**src/rtl/pipe_pkg.sv**
```systemverilog
// Shared types and constants for the pipelined datapath stage registers.
package pipe_pkg;

  // Occupancy of an elastic stage register; the encoding doubles as the
  // entry count presented on the occupancy port.
  typedef enum logic [1:0] {
    EMPTY = 2'd0,
    ONE   = 2'd1,
    TWO   = 2'd2
  } pipe_state_t;

  // An all-zero payload decodes as a nop in every stage, so bubbles are
  // built by replicating this bit across the payload width.
  localparam logic PIPE_NOP_BIT = 1'b0;

endpackage

```
**src/rtl/pipe_slot.sv**
```systemverilog
// Payload register with load enable and synchronous clear to the nop value.
module pipe_slot #(
  parameter int                 DATA_W    = 96,
  parameter logic [DATA_W-1:0]  RESET_VAL = {DATA_W{1'b0}}
) (
  input  logic              clk,
  input  logic              reset,
  input  logic              clear,
  input  logic              load,
  input  logic [DATA_W-1:0] d,
  output logic [DATA_W-1:0] q
);

  // Clear wins over load so a killed beat never lands in the slot.
  always_ff @(posedge clk) begin
    if (reset || clear) begin
      q <= RESET_VAL;
    end else if (load) begin
      q <= d;
    end
  end

endmodule

```
**src/rtl/pipe_stage_elastic.sv**
```systemverilog
// Elastic inter-stage register: main slot M drives the output, skid slot S
// absorbs the one beat that arrives while a stall propagates upstream.
module pipe_stage_elastic
  import pipe_pkg::*;
#(
  parameter int                 DATA_W    = 96,
  parameter logic [DATA_W-1:0]  RESET_VAL = {DATA_W{PIPE_NOP_BIT}}
) (
  input  logic              clk,
  input  logic              reset,
  input  logic              flush,
  input  logic              in_valid,
  output logic              in_ready,
  input  logic [DATA_W-1:0] in_data,
  output logic              out_valid,
  input  logic              out_ready,
  output logic [DATA_W-1:0] out_data,
  output logic [1:0]        occupancy
);

  pipe_state_t       state_reg;
  pipe_state_t       state_next;
  logic              accept;
  logic              deliver;
  logic              m_load;
  logic              s_load;
  logic [DATA_W-1:0] m_d;
  logic [DATA_W-1:0] m_q;
  logic [DATA_W-1:0] s_q;

  assign accept  = in_valid && in_ready;
  assign deliver = out_valid && out_ready;

  // State register; reset and flush both collapse the stage to empty.
  always_ff @(posedge clk) begin
    if (reset || flush) begin
      state_reg <= EMPTY;
    end else begin
      state_reg <= state_next;
    end
  end

  // Next-state logic from the accept/deliver handshakes.
  always_comb begin
    state_next = state_reg;
    case (state_reg)
      EMPTY: if (accept) state_next = ONE;
      ONE: begin
        if (accept && !deliver)      state_next = TWO;
        else if (!accept && deliver) state_next = EMPTY;
      end
      TWO:     if (deliver) state_next = ONE;
      default: state_next = EMPTY;
    endcase
  end

  // Handshake outputs decode only the state register, so there is no
  // combinational path from out_ready to in_ready.
  always_comb begin
    out_valid = (state_reg != EMPTY);
    in_ready  = (state_reg != TWO);
    occupancy = state_reg;
  end

  // Slot load control: M refills from the input or from S; S only catches
  // a beat accepted while M is held by a stall.
  always_comb begin
    m_load = 1'b0;
    s_load = 1'b0;
    m_d    = in_data;
    case (state_reg)
      EMPTY: m_load = accept;
      ONE: begin
        m_load = accept && deliver;
        s_load = accept && !deliver;
      end
      TWO: begin
        m_load = deliver;
        m_d    = s_q;
      end
      default: ;
    endcase
  end

  pipe_slot #(.DATA_W(DATA_W), .RESET_VAL(RESET_VAL)) u_slot_m (
    .clk   (clk),
    .reset (reset),
    .clear (flush),
    .load  (m_load),
    .d     (m_d),
    .q     (m_q)
  );

  pipe_slot #(.DATA_W(DATA_W), .RESET_VAL(RESET_VAL)) u_slot_s (
    .clk   (clk),
    .reset (reset),
    .clear (flush),
    .load  (s_load),
    .d     (in_data),
    .q     (s_q)
  );

  assign out_data = m_q;

endmodule

```
**config.mk**
```make
export PLATFORM = sky130hd
export DESIGN_NAME = pipe_stage_elastic
export DESIGN_NICKNAME = d
export VERILOG_FILES = /design/src/rtl/pipe_pkg.sv /design/src/rtl/pipe_slot.sv /design/src/rtl/pipe_stage_elastic.sv
export SDC_FILE = /design/constraint.sdc
export NUM_CORES = 1
export LEC_CHECK = 0
export ABC_AREA = 1
export BUFFER_PORTS_ARGS = -buffer_cell sky130_fd_sc_hd__buf_2
export CAP_MARGIN = 5
export CORE_ASPECT_RATIO = 0.75
export CORE_MARGIN = 4
export CORE_UTILIZATION = 45
export CTS_BUF_LIST = sky130_fd_sc_hd__clkbuf_8
export DETAILED_ROUTE_END_ITERATION = 10
export PLACE_DENSITY = 0.69
export SYNTH_ARGS = -nofsm -noshare
export SYNTH_HDL_FRONTEND = slang
export SYNTH_SLANG_ARGS = --single-unit
```
**constraint.sdc**
```tcl
create_clock -name clk -period 2.05 [get_ports clk]
set_clock_uncertainty 0.15 [all_clocks]
set_input_delay 0.41 -clock clk [delete_from_list [all_inputs] [get_ports clk]]
set_output_delay 0.41 -clock clk [all_outputs]
set_load 0.05 [all_outputs]
```
==> metrics <==
met2 GRT Util 0.282; fmax ~510 MHz; most used flip-flop cell after synthesis dfxtp_1; Cell Chain, Critical Path inv_2 > nand2_8 > clkbuf_4; Nets 1,519; WL per Instance 11.4 um; clk_lat worst skew ~470 ps; Crit. End Element primary output; via count between 7k and 8k; Die Y approximately 130 um; DP Area a little under 10,000 um2; # setup viols final 0; DRC Markers 0; power per cell area ~780 nW/um2; final setup TNS 0 ps; Area contributors post-synth dfxtp_1, nand2_1, o21ai_0; Place WS 147 ps; TritonRoute pass-1 iters 5; Net Count, Synth between 1k and 1.5k; fillers 1,861; Hold Startpoint in_data[86]; TritonCTS clock tree built; worst hold-check path type in2reg; synth warn 0; DRT antenna net count 0; max-cap violations 0; first-pass GRT wire length 31,900 um; drt total wl a little under 20,000 um; peak supply drop between 300 and 400 uV; average cell area after synthesis 6.70 um2; top post-synthesis cells by count nand2_1, inv_1, nor2_1; CTS Buf Count 17; Die W 166 um; Iteration-0 DRC Markers 540; total gr overflow 0; Async SR Flop Fraction 0; post-synthesis cell count 1,264; CP Buf/Inv Count 2; largest net degree at the start of global routing ~90; H-tree depth 4; buffer count from post-CTS setup fixing 0; status finished clean; Worst setup SP type flip-flop; Worst-path clk slew 100 ps; met3 Track Usage GR 0.0576; setup ws final 107 ps; Slowest-stage cell, CP dfxtp_4; GR peak layer met2; Ports 201; Critical Path Start occupancy[0]; CP Data Required Time ~1500 ps; worst setup path category reg2out; Top delay family on crit path flip-flops; register area share after synthesis 0.458; Mapped Area approximately 8500 um2; GPL Wtd Cong ~0.77; Final Critical Period between 1500 and 2000 ps; Initial Utilization 0.458; final instance area approximately 10,000 um2; CTS sink count ~190; CTS Buffer Depth 2; met1 Use GR 0.238; quantity of I/O buffers inserted on ports 200; #FFs+latches synth 194; total core area roughly 19,000 um2; initial antenna violation count 3; max incr delay on CP slightly above 400 ps; leading area contributor after synthesis dfxtp_1; WP data arrival 1380 ps; Layout area overhead 18.7%; count leader, synth nand2_1; final core utilization 0.543; Slew @ Worst Pin approximately 370 ps; EDFF count, synth 0; Final Hold Viols 0; post-synth top area share 0.458; Via-to-Cell Ratio about 4.5; vias in the first global route 6,685; Worst R2R Start occupancy[1]; Root Buffer clkbuf_8; hold buffer count at CTS 0; Final period util 0.948; Slew HR 0.753; crit path max fanout 22; total global routing track utilization 0.180; RSZ-0062 raised after global routing no; Site Rows between 40 and 50; Detailed Place HPWL roughly 13,000 um; Max Slew Vio Count 0; ratio of cells with drive above 1 in the final layout 0.179; Leakage Power ~0.0047 uW; Design Power about 8000 uW; DIE AREA about 21,000 um2; Synth cell types 17
## what timing repair did
action | in CTS | in global routing
setup endpoints to repair | 0 | 3
resized for setup | 0 | 3
hold endpoints to repair | 0 | 0
## tightest hold or removal path: stages
cell	delay, ps
buf_2	80
o21ai_0	70
a21oi_1	100
## kinds of logic (layout without fill, tap and decap cells)
| family | Yosys count | after routing | share of synthesized area |
|---|---|---|---|
| adders and majority gates | 1 | 1 | 0.00148 |
| AOI/OAI and AO/OA | 291 | 291 | 0.172 |
| DFF | 194 | 194 | 0.458 |
| buffers and inverters | 281 | 447 | 0.147 |
| and+or+nand+nor | 497 | 497 | 0.221 |
| other | 0 | 1 | 0 |
## cell usage in the layout, fill, tap and decap left out, drive strengths merged
master | synthesis | final
nand2 | 297 | 297
buf | 58 | 217
inv | 197 | 204
nor2 | 196 | 196
dfxtp | 194 | 194
o21ai | 193 | 193
a21oi | 98 | 98
clkbuf | 26 | 18
clkinvlp | 0 | 4
nand3 | 4 | 4
bufinv | 0 | 3
diode | 0 | 1
ha | 1 | 1
clkinv | 0 | 1
## flip-flops by register name, summed over array words and instances (netlist names)
name / flops
occupancy: 2
u_slot_m.q: 96
u_slot_s.q: 96
## stage by stage
step           hold slack, ps  instances
4_1_cts                  49.3       1677
2_1_floorplan             274       1264
5_1_grt                  54.6       1678
3_3_place_gp              282       1645
6_report                 80.2       1678
3_5_place_dp              287       1645
## routing by layer
metal,share of wire,up-vias
met2,0.45,149
met3,0.063,24
met1,0.47,3291
met4,0.018,4
met5,0.00083,-
li1,-,4141
## layout make-up
class | count | area, um2 | share of cell area
Multi-Input combinational cell | 789 | 3390 | 0.337
Clock inverter | 15 | 181 | 0.0180
Timing Repair Buffer | 218 | 1310 | 0.130
Inverter | 197 | 739 | 0.0735
Tap cell | 247 | 309 | 0.0307
Sequential cell | 194 | 3890 | 0.387
Antenna cell | 1 | 2.50 | 0.000249
Clock buffer | 17 | 234 | 0.0233
## where the power goes
group	total (uW)	internal, uW	switching, uW	leakage, uW
clock	2640	1220	1420	0.000205
combinational	1210	369	840	0.00292
sequential	3950	3890	57.3	0.00158
total	7800	5480	2320	0.00470
## final timing paths
check,endpoint,slack (ps),cells past startpoint
setup / recovery,in_ready,110,3
hold / removal,u_slot_s.q[86],80,3
setup reg to reg,u_slot_s.q[17],150,9
hold reg to reg,u_slot_s.q[49],300,2
No activity file was read; power rests on OpenSTA's default activity.
